File: src/rtl/stop_light_pkg.sv
// Shared stop-light types: light phase encoding and the one-hot light decoder.
package stop_light_pkg;

    typedef enum logic [1:0] {
        PhaseNone = 2'd0,
        PhaseG    = 2'd1,
        PhaseY    = 2'd2,
        PhaseR    = 2'd3
    } phase_e;

    typedef struct packed {
        phase_e phase;
        logic   error;
    } decode_t;

    // Exactly one light on gives a phase; anything else is illegal.
    function automatic decode_t decode_lights(input logic green, input logic yellow,
                                              input logic red);
        decode_t dec;
        dec.phase = PhaseNone;
        dec.error = 1'b1;
        case ({green, yellow, red})
            3'b100: begin dec.phase = PhaseG; dec.error = 1'b0; end
            3'b010: begin dec.phase = PhaseY; dec.error = 1'b0; end
            3'b001: begin dec.phase = PhaseR; dec.error = 1'b0; end
            default: ;
        endcase
        return dec;
    endfunction

endpackage

File: src/rtl/stop_light_dwell_counter.sv
// Saturating dwell counter with clear / load-one / increment controls (clear wins).
module stop_light_dwell_counter #(
    parameter int unsigned CNT_NBITS = 8
) (
    input  logic                 clk,
    input  logic                 reset,
    input  logic                 clear,
    input  logic                 load_one,
    input  logic                 inc,
    output logic [CNT_NBITS-1:0] cnt
);

    localparam logic [CNT_NBITS-1:0] CntMax = '1;

    logic [CNT_NBITS-1:0] cnt_d, cnt_q;

    always_comb begin
        cnt_d = cnt_q;
        if (clear) begin
            cnt_d = '0;
        end else if (load_one) begin
            cnt_d = CNT_NBITS'(1);
        end else if (inc && (cnt_q != CntMax)) begin
            cnt_d = cnt_q + CNT_NBITS'(1);
        end
    end

    always_ff @(posedge clk) begin
        if (reset) begin
            cnt_q <= '0;
        end else begin
            cnt_q <= cnt_d;
        end
    end

    assign cnt = cnt_q;

endmodule

File: src/rtl/seq_fsm_stop_light_timer.sv
// Dwell timer that drives `change` of the stop-light FSM from the observed lights.
// Define STOP_LIGHT_TIMER_PED_EN to enable the pedestrian request / walk feature.
module seq_fsm_stop_light_timer
    import stop_light_pkg::*;
#(
    parameter int unsigned GREEN_CYCLES     = 4,
    parameter int unsigned YELLOW_CYCLES    = 2,
    parameter int unsigned RED_CYCLES       = 3,
    parameter int unsigned MIN_GREEN_CYCLES = 2,
    parameter int unsigned CNT_NBITS        = 8
) (
    input  logic clk,
    input  logic reset,
    input  logic green_on,
    input  logic yellow_on,
    input  logic red_on,
    input  logic ped_req,
    output logic change,
    output logic walk_on,
    output logic error
);

    localparam logic [CNT_NBITS-1:0] GreenLast    = CNT_NBITS'(GREEN_CYCLES - 1);
    localparam logic [CNT_NBITS-1:0] YellowLast   = CNT_NBITS'(YELLOW_CYCLES - 1);
    localparam logic [CNT_NBITS-1:0] RedLast      = CNT_NBITS'(RED_CYCLES - 1);
    localparam logic [CNT_NBITS-1:0] MinGreenLast = CNT_NBITS'(MIN_GREEN_CYCLES - 1);

    decode_t              dec;
    phase_e               phase, phase_d, phase_q;
    logic [CNT_NBITS-1:0] cnt, elapsed, last;
    logic                 timeout, ped_early;
    logic                 cnt_clear, cnt_load, cnt_inc;

    assign dec   = decode_lights(green_on, yellow_on, red_on);
    assign phase = dec.phase;

    always_comb begin
        elapsed = (phase == phase_q) ? cnt : '0;
        case (phase)
            PhaseG:  last = GreenLast;
            PhaseY:  last = YellowLast;
            PhaseR:  last = RedLast;
            default: last = '0;
        endcase
        timeout   = (phase != PhaseNone) && (elapsed >= last);
        change    = (timeout || ped_early) && !reset;
        error     = dec.error && !reset;
        cnt_clear = (phase == PhaseNone);
        cnt_inc   = (phase == phase_q);
        cnt_load  = !cnt_clear && !cnt_inc;
        phase_d   = phase;
    end

    always_ff @(posedge clk) begin
        if (reset) begin
            phase_q <= PhaseNone;
        end else begin
            phase_q <= phase_d;
        end
    end

    stop_light_dwell_counter #(
        .CNT_NBITS (CNT_NBITS)
    ) u_dwell_counter (
        .clk      (clk),
        .reset    (reset),
        .clear    (cnt_clear),
        .load_one (cnt_load),
        .inc      (cnt_inc),
        .cnt      (cnt)
    );

`ifdef STOP_LIGHT_TIMER_PED_EN
    logic ped_pending_d, ped_pending_q;
    logic ped_served_d, ped_served_q;

    assign ped_early = (phase == PhaseG) && ped_pending_q && (elapsed >= MinGreenLast);
    assign walk_on   = (phase == PhaseR) && ped_served_q && !reset;

    // A request is consumed when green ends; a fresh press (even the same cycle) re-arms it.
    always_comb begin
        ped_pending_d = ped_pending_q;
        ped_served_d  = ped_served_q;
        if ((phase == PhaseG) && change && ped_pending_q) begin
            ped_served_d  = 1'b1;
            ped_pending_d = 1'b0;
        end
        if ((phase_q == PhaseR) && (phase != PhaseR)) begin
            ped_served_d = 1'b0;
        end
        if (ped_req) begin
            ped_pending_d = 1'b1;
        end
    end

    always_ff @(posedge clk) begin
        if (reset) begin
            ped_pending_q <= 1'b0;
            ped_served_q  <= 1'b0;
        end else begin
            ped_pending_q <= ped_pending_d;
            ped_served_q  <= ped_served_d;
        end
    end
`else
    logic unused_ped;

    assign ped_early  = 1'b0;
    assign walk_on    = 1'b0;
    assign unused_ped = ped_req ^ MinGreenLast[0];
`endif

endmodule

File: config.mk
export PLATFORM = sky130hd
export DESIGN_NAME = seq_fsm_stop_light_timer
export DESIGN_NICKNAME = d
export VERILOG_FILES = /design/src/rtl/stop_light_pkg.sv /design/src/rtl/stop_light_dwell_counter.sv /design/src/rtl/seq_fsm_stop_light_timer.sv
export SDC_FILE = /design/constraint.sdc
export NUM_CORES = 1
export LEC_CHECK = 0
export BUFFER_PORTS_ARGS = -buffer_cell sky130_fd_sc_hd__buf_2
export CAP_MARGIN = 20
export CORE_ASPECT_RATIO = 1.2
export CORE_UTILIZATION = 31
export CTS_BUF_LIST = sky130_fd_sc_hd__clkbuf_8 sky130_fd_sc_hd__clkbuf_16
export DETAILED_ROUTE_END_ITERATION = 8
export PLACE_DENSITY = 0.56
export SLEW_MARGIN = 15
export SYNTH_ARGS = -nofsm -noshare
export SYNTH_HDL_FRONTEND = slang
export SYNTH_HIERARCHICAL = 1
export SYNTH_SLANG_ARGS = --single-unit
File: constraint.sdc
create_clock -name clk -period 7 [get_ports clk]
set_input_delay 1.4 -clock clk [delete_from_list [all_inputs] [get_ports clk]]
set_output_delay 1.4 -clock clk [all_outputs]
set_load 0.02 [all_outputs]
; After elaboration in Yosys (flattened, before gate mapping)
; Index checks and enable logic that the tools add are counted.
[classes]
addsub = 1
magnitude_cmp = 1
n_eq_ne = 8
muxes = 5
n_reduce_logical = 13
[ops]
columns = cell, count
row1 = one-hot mux 3 bit (3 select lines), 1
row2 = adder 8 x 1 -> 8 bit (second input constant), 1
row3 = greater-or-equal comparator 8 bit, 1
row4 = 2-to-1 mux 8 bit, 1
row5 = != test 8 bit (second input constant), 1
row6 = one-hot mux 2 bit (3 select lines), 1
row7 = logical AND 1 bit, 5
row8 = == test 2 bit (second input constant), 2
row9 = nonzero test 2 bit, 2
row10 = == test 3 x 1 -> 1 bit (second input constant), 1
row11 = == test 3 x 2 -> 1 bit (second input constant), 1
row12 = == test 3 bit (second input constant), 1
row13 = zero test 1 bit, 3
row14 = OR reduction 3 bit, 1
row15 = == test 2 x 1 -> 1 bit (second input constant), 1
row16 = == test 2 bit, 1
row17 = zero test 2 bit, 1
row18 = 2-to-1 mux 1 bit, 2
row19 = OR reduction 2 bit, 1
[word_totals]
regBits = 10
in_bits = 6
out_inout_bits = 3
word_cells = 31

; Longest topological paths before layout
; Gate-level depths: netlist of the first run.
[depth]
word_depth = 7
depth_mapped = 10

; Cells and area by module
; The synthesis of the first run kept the hierarchy.
[modules_own_cells]
columns = mod, instances, cells_each, area_per_inst_um2, seq_area_each_um2
row1 = stop_light_dwell_counter, 1, 50, 424.2, 160.2
row2 = seq_fsm_stop_light_timer, 1, 44, 341.6, 40.0

; Worst setup path before layout of the first run
; Ideal clock, no wire load.
[synth_timing]
path_type = in2out
start = in red_on
end = out change
t_arrival_ns = 3.531
required_ns = 5.600
setup_slack_ns = 2.069
path_stages = 9
n_path_buf = 1
cell_sequence = buf_4 maj3_2 a32oi_1 o22ai_1 and2_1 ha_1 a21oi_1 o221a_1 a2111oi_2
[synth_between]
elab_chain_cells = 7
elab_cells_between_ends = 14
cone_classes = 1 x order compare / 7 x eq/ne / 3 x mux / 3 x reduce/logical
[synth_rtl]
columns = element, line
row1 = start: declaration, seq_fsm_stop_light_timer.sv:16  ; input logic red_on,
row2 = "== test 3 x 1 -> 1 bit, or another cell as far along", stop_light_pkg.sv:22  ; case ({green, yellow, red})
row3 = one-hot mux 3 bit (3 select lines) *, stop_light_pkg.sv:22
row4 = == test 2 bit *, -
row5 = via cnt_inc, seq_fsm_stop_light_timer.sv:32  ; logic cnt_clear, cnt_load, cnt_inc;
row6 = 2-to-1 mux 8 bit *, seq_fsm_stop_light_timer.sv:38  ; elapsed = (phase == phase_q) ? cnt : '0;
row7 = greater-or-equal comparator 8 bit *, seq_fsm_stop_light_timer.sv:45  ; timeout = (phase != PhaseNone) && (elapsed >= last);
row8 = logical AND 1 bit *, seq_fsm_stop_light_timer.sv:45
row9 = logical AND 1 bit *, seq_fsm_stop_light_timer.sv:46  ; change = (timeout || ped_early) && !reset;
row10 = end: declaration, seq_fsm_stop_light_timer.sv:18  ; output logic change,
; Mark *: on every way through the listed nets, which the timed path passes. The rest lies on a longest branch.

; Worst setup path in the final report of the first run
[layout_timing]
start = in green_on
end = out change
[layout_between]
elab_chain_cells = 7
elab_cells_between_ends = 14
cone_classes = 1 x order compare / 7 x eq/ne / 3 x mux / 3 x reduce/logical
[layout_rtl]
columns = element, line
row1 = start: declaration, seq_fsm_stop_light_timer.sv:14  ; input logic green_on,
row2 = "== test 3 x 1 -> 1 bit, or another cell as far along", stop_light_pkg.sv:22
row3 = one-hot mux 3 bit (3 select lines) *, stop_light_pkg.sv:22
row4 = == test 2 bit *, -
row5 = via cnt_inc, seq_fsm_stop_light_timer.sv:32
row6 = 2-to-1 mux 8 bit *, seq_fsm_stop_light_timer.sv:38
row7 = greater-or-equal comparator 8 bit *, seq_fsm_stop_light_timer.sv:45
row8 = logical AND 1 bit *, seq_fsm_stop_light_timer.sv:45
row9 = logical AND 1 bit *, seq_fsm_stop_light_timer.sv:46
; Marked as above.

==> results of run 1 <==
-- layout make-up --
class	count	area (um2)
multi-input combinational	75	512
timing repair buffer	6	30.0
fill	242	1460
inverter	4	15.0
sequential	10	200
tap	31	38.8
clock buffer	4	55.1
-- flip-flops by register name, indices dropped and copies added (netlist names) --
| register | flops |
|---|---|
| phase_q | 2 |
| u_dwell_counter/cnt | 8 |
-- kinds of logic after synthesis --
family / Yosys count / share of synthesized area
xor+xnor: 4 / 0.0458
compound gates: 23 / 0.221
buf+inv: 9 / 0.0702
mux: 2 / 0.0261
flops: 10 / 0.261
other cells: 1 / 0.00490
fa+ha+maj: 7 / 0.113
simple gates: 38 / 0.258
-- synth_stat cells (all sizes together), types with 2 or more instances --
library cell,instances
xor2,2
nand4,2
nor2,8
a21oi,7
a211oi,2
nor3,6
dfxtp,10
nand2,10
o21ai,2
and4,2
xnor2,2
a32oi,2
ha,6
nand2b,3
buf,5
inv,4
mux2i,2
-- how the worst max path moves through the flow --
stage	from	endpoint	slack, ns	depth (start not counted)
global placement	green_on	change	1.81	11
floorplan	red_on	change	2.07	9
CTS	green_on	change	1.82	11
finish	green_on	change	1.84	11
global route	green_on	change	1.58	11
detailed placement	green_on	change	1.84	11
-- routing by layer --
layer	vias to the layer above	wire (um)	global-route usage
li1	349	-	-
met1	288	691	0.164
met2	15	614	0.180
met3	2	76	0.0514
met4	0	16	0.0531
met5	-	0	0
-- metrics by stage --
step	setup slack, ns	total power [mW]	cell area, um2	hold WS, ns
2_1_floorplan	2.07	0.0867	766	0.467
3_3_place_gp	1.81	0.0914	796	0.499
3_5_place_dp	1.84	0.0917	796	0.508
4_1_cts	1.82	0.164	851	0.516
5_1_grt	1.58	0.173	851	0.549
6_report	1.84	0.162	851	0.510
-- worst register-to-register path, cell delays in order (launching register included) --
cell and delay [ns]:
dfxtp_1 0.33, nor2b_2 0.16, a32oi_1 0.14, o22ai_1 0.62
nor2_1 0.21, nor3_1 0.54, o311ai_0 0.24, o41ai_1 0.10
-- power groups by stage --
stage	Clock, mW	Sequential, mW	Combinational [mW]
2_1_floorplan	0	0.0607	0.0260
3_3_place_gp	0	0.0610	0.0304
3_5_place_dp	0	0.0611	0.0306
4_1_cts	0.0730	0.0600	0.0309
5_1_grt	0.0777	0.0602	0.0355
6_report	0.0718	0.0600	0.0305
==> flow_metrics.py, run 1 <==
metrics = {
    "outcome": {
        "status": "finished, final reports clean",
    },
    "cts": {
        "clockBufferDepth": 2,
        "cts.clk_slew.worst_paths_ns": 0.05,
        "cts_sinks": 10,
        "holdBufCountCts": 0,
        "clk_latency_ns": 0.23,
        "postCtsSetupBuffers": 0,
        "numCtsBuffers": 3,
        "cts-root-buf": "clkbuf_8",
        "htree_levels": 1,
        "cts_resized": 0,
        "cts_tree": "done",
    },
    "power_and_ir_drop": {
        "p_seq_frac": 0.370,
        "switchingPower_mw": 0.0420,
        "p_sw_frac": 0.259,
        "power_density_mw_per_mm2": 191,
        "leakage_nw": 0.327,
        "max-vdd-ir-drop_mv": 0.0687,
        "power.internal_mw": 0.120,
        "p_comb_frac": 0.188,
        "clock_power_share": 0.442,
    },
    "floorplanning": {
        "dieArea_mm2": 0.00267,
        "start_util": 0.332,
        "die_w_um": 47.4,
        "rows": 19,
        "die_y_um": 56.4,
        "ios": 9,
        "core-area_mm2": 0.00231,
    },
    "grt": {
        "grt_util_all_layers": 0.126,
        "grt_max_degree": 12,
        "grt_pass1_wl_um": 2460,
        "antenna_found_initial": 0,
        "grt_pass1_vias": 576,
        "grt_remaining_overflow": 0,
    },
    "timing": {
        "hold_viol": 0,
        "maxSlewViolCount": 0,
        "fin_crit_sh": 0.737,
        "finalClockSkew_ns": 0.00101,
        "min_period_ns": 5.16,
        "rsz0062_at_grt": "false",
        "max_slew_margin": 0.490,
        "fmax_mhz": 194,
        "fin_tns_setup_ns": 0,
        "setup_violations": 0,
        "worstMarginPinSlew_ns": 0.766,
    },
    "critical_path": {
        "crit_required_ns": 5.60,
        "crit_path_end_kind": "output pin",
        "crit_chain": "buf_2, maj3_2, a32oi_1, o22ai_1, nand2_1, ha_1, nand2b_1, a21oi_1, o221a_1, a2111oi_2, buf_2",
        "slowest_stage": "o22ai_1",
        "r2r-end": "u_dwell_counter/cnt[6]$_SDFFE_PP0P_",
        "startpoint_type": "primary input",
        "path_delay_family": "compound AO/OA/AOI/OAI gates",
        "crit_top_cell": "buf_2",
        "arrival_ns": 3.76,
        "worstPathMaxFanout": 11,
        "slowest_delay_ns": 0.62,
        "path_class": "in2out",
        "rrSetupSlack_ns": 4.56,
        "reg2regPathDepth": 7,
        "worstReg2RegStart": "phase_q[1]$_SDFF_PP0_",
        "critPathBufInv": 2,
    },
    "synthesis": {
        "synth_cell_type_count": 39,
        "ys_seq_area_frac": 0.261,
        "ys.flop_type": "dfxtp_1",
        "netlist.top_cell.by_area": "dfxtp_1",
        "synth_top_area_share": 0.261,
        "synth_fp_nets": 106,
        "synthCells": 94,
        "synth_area_leaders": "dfxtp_1 (26%), ha_1 (9.8%), nand2_1 (4.9%)",
        "synth_edf_count": 0,
        "ys_warn_count": 6,
        "syn_area_um2": 766,
        "ys_ff_latch": 10,
        "syn_avg_cell_area_um2": 8.15,
        "synthArstFlopShare": 0,
    },
    "worst_hold_path": {
        "min_from": "u_dwell_counter/cnt[1]$_SDFFE_PP0P_",
        "hold_class": "reg2reg",
        "holdPathEnd": "u_dwell_counter/cnt[1]$_SDFFE_PP0P_",
        "hold_depth": 2,
    },
    "layout": {
        "mostFrequentLayoutCells": "nand2_1 (10), dfxtp_1 (10), nor2_1 (8), a21oi_1 (7)",
        "num_antenna_cells": 0,
        "utilization": 0.369,
        "final-instance-count-excl-fill": 130,
        "syn2layout_area_growth_pct": 11.1,
        "layout-drive-gt1-share": 0.172,
        "nNetsFinal": 112,
    },
    "run": {
        "maxCapViolCount": 0,
    },
    "drt": {
        "drt_iter0_drc": 28,
        "drt-wirelength-per-cell_um": 10.8,
        "via_count": 654,
        "postRouteAntennaNets": 0,
        "vias_per_cell": 5.03,
        "drc": 0,
        "dr.pass1.iters": 4,
        "wl_um": 1400,
    },
    "place": {
        "place_inst": 126,
        "port_buffers": 6,
        "gp_congestion": 0.769,
        "dp_hpwl_um": 1040,
    },
}
No activity file was read; power rests on OpenSTA's default activity.
==> run 2, diff against run 1 <==
clock period = 5.3 ns   (was 7 ns; I/O delays follow)
==> run 2 against run 1 <==
Effect of this change: global-route usage increased by 0.61 points; via count decreased by 0.15%; worst hold slack about the same; die area unchanged; sequential cell count unchanged; combinational power increased by 32%; cell area unchanged; sequential share of layout area unchanged; sequential power increased by 32%; critical path depth unchanged; clock power increased by 36%; critical path type unchanged; largest power group unchanged.
==> flow_metrics.py, run 2 (same netlist as run 1, synthesis figures left out) <==
metrics = {
    "drt": {
        "drc": 0,
        "drt_iter0_drc": 10,
        "dr.pass1.iters": 4,
        "postRouteAntennaNets": 0,
        "via_count": 653,
        "wl_um": 1430,
        "vias_per_cell": 5.02,
        "drt-wirelength-per-cell_um": 11.0,
    },
    "power_and_ir_drop": {
        "max-vdd-ir-drop_mv": 0.0991,
        "power_density_mw_per_mm2": 255,
        "leakage_nw": 0.327,
        "power.total_mw": 0.217,
    },
    "timing": {
        "setup_violations": 0,
        "finalClockSkew_ns": 0.000635,
        "fmax_mhz": 223,
        "rsz0062_at_grt": "false",
        "fin_crit_sh": 0.845,
        "min_period_ns": 4.48,
        "fin_tns_setup_ns": 0,
        "max_slew_margin": 0.512,
        "hold_viol": 0,
        "worstMarginPinSlew_ns": 0.731,
        "maxSlewViolCount": 0,
        "worst_slack_ns": 0.821,
    },
    "cts": {
        "clockBufferDepth": 2,
        "postCtsSetupBuffers": 0,
        "cts_resized": 0,
        "htree_levels": 1,
        "cts_sinks": 10,
        "cts.clk_slew.worst_paths_ns": 0.05,
        "clk_latency_ns": 0.24,
        "cts_tree": "done",
        "numCtsBuffers": 3,
        "holdBufCountCts": 0,
        "cts-root-buf": "clkbuf_8",
    },
    "floorplanning": {
        "start_util": 0.332,
        "die_w_um": 47.4,
        "core-area_mm2": 0.00231,
        "die_y_um": 56.4,
        "dieArea_mm2": 0.00267,
        "ios": 9,
        "rows": 19,
    },
    "critical_path": {
        "arrival_ns": 3.42,
        "rrSetupSlack_ns": 2.87,
        "crit_end": "change",
        "crit_chain": "buf_2, maj3_2, a32oi_1, o22ai_1, nand2_1, ha_1, nand2b_1, a21oi_1, o221a_1, a2111oi_2, buf_2",
        "worstSetupStartpoint": "green_on",
        "startpoint_type": "primary input",
        "r2r-end": "u_dwell_counter/cnt[6]$_SDFFE_PP0P_",
        "worstPathMaxFanout": 11,
        "reg2regPathDepth": 7,
        "path_class": "in2out",
        "crit_required_ns": 4.24,
        "crit_path_end_kind": "output pin",
        "slowest_stage": "o22ai_1",
        "crit_top_cell": "buf_2",
        "slowest_delay_ns": 0.60,
        "worstReg2RegStart": "phase_q[1]$_SDFF_PP0_",
    },
    "layout": {
        "utilization": 0.369,
        "num_antenna_cells": 0,
        "mostFrequentLayoutCells": "nand2_1 (10), dfxtp_1 (10), nor2_1 (8), a21oi_1 (7)",
        "final-instance-count-excl-fill": 130,
        "syn2layout_area_growth_pct": 11.1,
        "largest_reg_flops": 8,
        "nNetsFinal": 112,
        "layout-drive-gt1-share": 0.172,
    },
    "grt": {
        "grt_pass1_wl_um": 2460,
        "grt_util_all_layers": 0.133,
        "grt_max_degree": 12,
        "antenna_found_initial": 0,
        "grt_pass1_vias": 585,
        "grt_remaining_overflow": 0,
    },
    "place": {
        "gp_congestion": 0.770,
        "dp_hpwl_um": 1070,
        "pre_cts_slack_ns": 0.786,
        "port_buffers": 6,
        "place_inst": 126,
    },
    "outcome": {
        "status": "finished, final reports clean",
    },
    "worst_hold_path": {
        "hold_class": "reg2reg",
    },
    "run": {
        "maxCapViolCount": 0,
    },
}
## run 2: cell counts in the layout (fill, tap and decap cells not counted)
Identical to the previous run, type by type.
## run 2: per-layer routing
layer / vias to the layer above / share of wire / track usage
met1: 288 / 0.50 / 0.167
met2: 10 / 0.43 / 0.182
met5: - / 0 / 0
li1: 350 / - / -
met3: 5 / 0.035 / 0.0482
met4: 0 / 0.030 / 0.0857
## run 2: cell type report
type,instances,area [um2]
multi-input combinational,75,512
inverter,4,15.0
sequential,10,200
clock buffer,4,55.1
tap,31,38.8
fill,243,1460
timing repair buffer,6,30.0
## run 2: critical path, delay by kind of cell
family | cells | cell delay, ns
and+or+nand+nor | 2 | 0.23
buffers and inverters | 2 | 0.39
adders and majority gates | 2 | 0.51
AOI/OAI and AO/OA | 5 | 1.23
## run 2: how the worst min path moves through the flow
stage / startpoint / to / cells past startpoint
floorplan: u_dwell_counter/cnt[7]$_SDFFE_PP0P_ / u_dwell_counter/cnt[7]$_SDFFE_PP0P_ / 2
global placement: u_dwell_counter/cnt[1]$_SDFFE_PP0P_ / u_dwell_counter/cnt[1]$_SDFFE_PP0P_ / 2
detailed placement: u_dwell_counter/cnt[7]$_SDFFE_PP0P_ / u_dwell_counter/cnt[7]$_SDFFE_PP0P_ / 2
CTS: u_dwell_counter/cnt[7]$_SDFFE_PP0P_ / u_dwell_counter/cnt[7]$_SDFFE_PP0P_ / 2
global route: u_dwell_counter/cnt[1]$_SDFFE_PP0P_ / u_dwell_counter/cnt[1]$_SDFFE_PP0P_ / 2
finish: u_dwell_counter/cnt[7]$_SDFFE_PP0P_ / u_dwell_counter/cnt[7]$_SDFFE_PP0P_ / 2
## run 2: through the flow
stage,cell area [um2],hold WS [ns]
2_1_floorplan,766,0.467
3_3_place_gp,796,0.499
3_5_place_dp,796,0.511
4_1_cts,851,0.516
5_1_grt,851,0.549
6_report,851,0.510
## run 2: where the power goes
group	total [mW]	internal (mW)	leakage, nW	switching, mW
Clock	0.0974	0.0655	0.0288	0.0320
Combinational	0.0403	0.0165	0.218	0.0238
Sequential	0.0792	0.0771	0.0810	0.00217
==> run 3, diff against run 2 <==
ABC_AREA = 1   (was not set)
clock period = 4.5 ns   (was 5.3 ns; I/O delays follow)
==> run 3 against run 2 <==
Effect of this change: largest cell class unchanged; worst hold slack better by 0.0049 ns; wire length is 3.4% higher; area after synthesis is 7.4% higher; highest routed layer unchanged; count of clock-buffer cells in the layout stayed put.
==> flow_metrics.py, run 3 <==
metrics = {
    "synthesis": {
        "ys.flop_type": "dfxtp_1",
        "synthCells": 118,
        "synth_cell_type_count": 24,
        "synth_fp_nets": 130,
        "ys_seq_area_frac": 0.244,
        "synth_edf_count": 0,
        "synth.most_common_cell": "nand2_1",
        "synthArstFlopShare": 0,
        "ys_warn_count": 6,
        "netlist.top_cell.by_area": "dfxtp_1",
        "syn_avg_cell_area_um2": 6.97,
        "synth_area_leaders": "dfxtp_1 (24%), nand2_1 (10%), ha_1 (9.1%)",
        "ys_ff_latch": 10,
        "syn_area_um2": 822,
        "synth_top_area_share": 0.244,
        "synth_common_cells": "nand2_1 (22), nor2_1 (19), inv_1 (14), dfxtp_1 (10), nand3_1 (7)",
    },
    "drt": {
        "wl_um": 1470,
        "drt_iter0_drc": 8,
        "vias_per_cell": 4.41,
        "via_count": 705,
        "postRouteAntennaNets": 0,
        "drc": 0,
        "dr.pass1.iters": 4,
        "drt-wirelength-per-cell_um": 9.21,
    },
    "outcome": {
        "status": "finished, final reports clean",
    },
    "floorplanning": {
        "start_util": 0.325,
        "ios": 9,
        "rows": 20,
        "core-area_mm2": 0.00253,
        "dieArea_mm2": 0.00286,
        "die_y_um": 58.4,
        "die_w_um": 49.0,
    },
    "worst_hold_path": {
        "hold_class": "reg2reg",
    },
    "cts": {
        "cts.clk_slew.worst_paths_ns": 0.05,
        "cts_sinks": 10,
        "cts_tree": "done",
        "holdBufCountCts": 0,
        "clk_latency_ns": 0.23,
        "cts-root-buf": "clkbuf_8",
        "cts_resized": 0,
        "numCtsBuffers": 3,
        "htree_levels": 1,
        "postCtsSetupBuffers": 0,
        "clockBufferDepth": 2,
    },
    "place": {
        "dp_hpwl_um": 1200,
        "dpl-instance-area_um2": 886,
        "port_buffers": 6,
        "place_inst": 156,
        "gp_congestion": 0.816,
    },
    "grt": {
        "grt_max_degree": 9,
        "grt_pass1_vias": 648,
        "grt_remaining_overflow": 0,
        "antenna_found_initial": 0,
        "grt_util_all_layers": 0.120,
        "grt_pass1_wl_um": 2610,
    },
    "timing": {
        "min_period_ns": 3.50,
        "rsz0062_at_grt": "false",
        "maxSlewViolCount": 0,
        "hold_viol": 0,
        "setup_violations": 0,
        "fmax_mhz": 286,
        "fin_tns_setup_ns": 0,
        "finalClockSkew_ns": 0.000813,
        "whs_ns": 0.515,
        "fin_crit_sh": 0.778,
    },
    "layout": {
        "utilization": 0.372,
        "final-instance-count-excl-fill": 160,
        "num_antenna_cells": 0,
        "largest_reg_flops": 8,
        "final_common_cell": "nand2_1",
        "nNetsFinal": 140,
        "syn2layout_area_growth_pct": 14.5,
        "mostFrequentLayoutCells": "nand2_1 (22), nor2_1 (19), inv_1 (14), dfxtp_1 (10), nand3_1 (7)",
        "layout-drive-gt1-share": 0.276,
        "stdcell_area_um2": 941,
    },
    "critical_path": {
        "startpoint_type": "primary input",
        "crit_required_ns": 3.60,
        "worstPathMaxFanout": 8,
        "path_class": "in2out",
        "arrival_ns": 2.60,
        "crit_path_end_kind": "output pin",
    },
    "run": {
        "maxCapViolCount": 0,
    },
    "power_and_ir_drop": {
        "leakage_nw": 0.450,
        "power_density_mw_per_mm2": 275,
        "max-vdd-ir-drop_mv": 0.181,
    },
}
## run 3: changes by cell type after synthesis, sizes merged, moves of 3 or more
cell and delta:
nand2 +22, nand2b -3, inv +15, buf -4
nand3 +9, nor2 +14, nor3 -6
## run 3: final timing paths
path                                             from                                  end  slack, ns  depth (start not counted)
hold reg to reg   u_dwell_counter/cnt[7]$_SDFFE_PP0P_  u_dwell_counter/cnt[7]$_SDFFE_PP0P_       0.52                          2
setup reg to reg                phase_q[0]$_SDFF_PP0_  u_dwell_counter/cnt[1]$_SDFFE_PP0P_       2.98                         10
setup / recovery                            yellow_on                               change        1.0                         13
hold / removal    u_dwell_counter/cnt[7]$_SDFFE_PP0P_  u_dwell_counter/cnt[7]$_SDFFE_PP0P_       0.52                          2
## run 3: power breakdown
part	switching (mW)	internal (mW)
Combinational	0.0347	0.0185
Clock	0.0354	0.0769
Sequential	0.00243	0.0910
## run 3: kinds of logic (layout without fill, tap and decap cells)
family	Yosys count	after routing	share of synthesized area
flip-flops	10	10	0.244
other	1	1	0.00456
adder cells (fa/ha/maj)	6	6	0.0913
XOR/XNOR	3	3	0.0320
AND/OR/NAND/NOR	69	69	0.455
AO/OA/AOI/OAI	9	9	0.0776
buffers and inverters	20	29	0.0959
## run 3: metrics by stage
stage               total power [mW]  setup slack (ns)
floorplan                      0.136              1.38
global placement               0.146              1.06
detailed placement             0.148             0.991
CTS                            0.262             0.988
global route                   0.272             0.866
finish                         0.259              1.00
## run 3: layer usage
layer / part of all wire / GRT usage / up-vias
met5: 0 / 0 / -
met2: 0.52 / 0.216 / 7
met4: 0.0054 / 0.0798 / 0
met3: 0.020 / 0.0233 / 2
met1: 0.45 / 0.128 / 313
li1: - / - / 383
## run 3: cell type report
cell class	count	area, um2
well taps	33	41.3
clock buffers	4	55.1
repair buffers	6	30.0
inverters	19	71.3
flip-flops and latches	10	200
fillers	267	1590
multi-input cells	88	543
## run 3: critical path, stage by stage
cell     delay [ns]
buf_2          0.11
inv_2          0.09
nand2_2        0.08
nand2_2        0.15
nand2_4        0.08
a21oi_4        0.29
nand2_1        0.09
ha_1           0.30
inv_1          0.05
nand2_1        0.05
a21oi_1        0.17
a21oi_2        0.08
buf_2          0.15
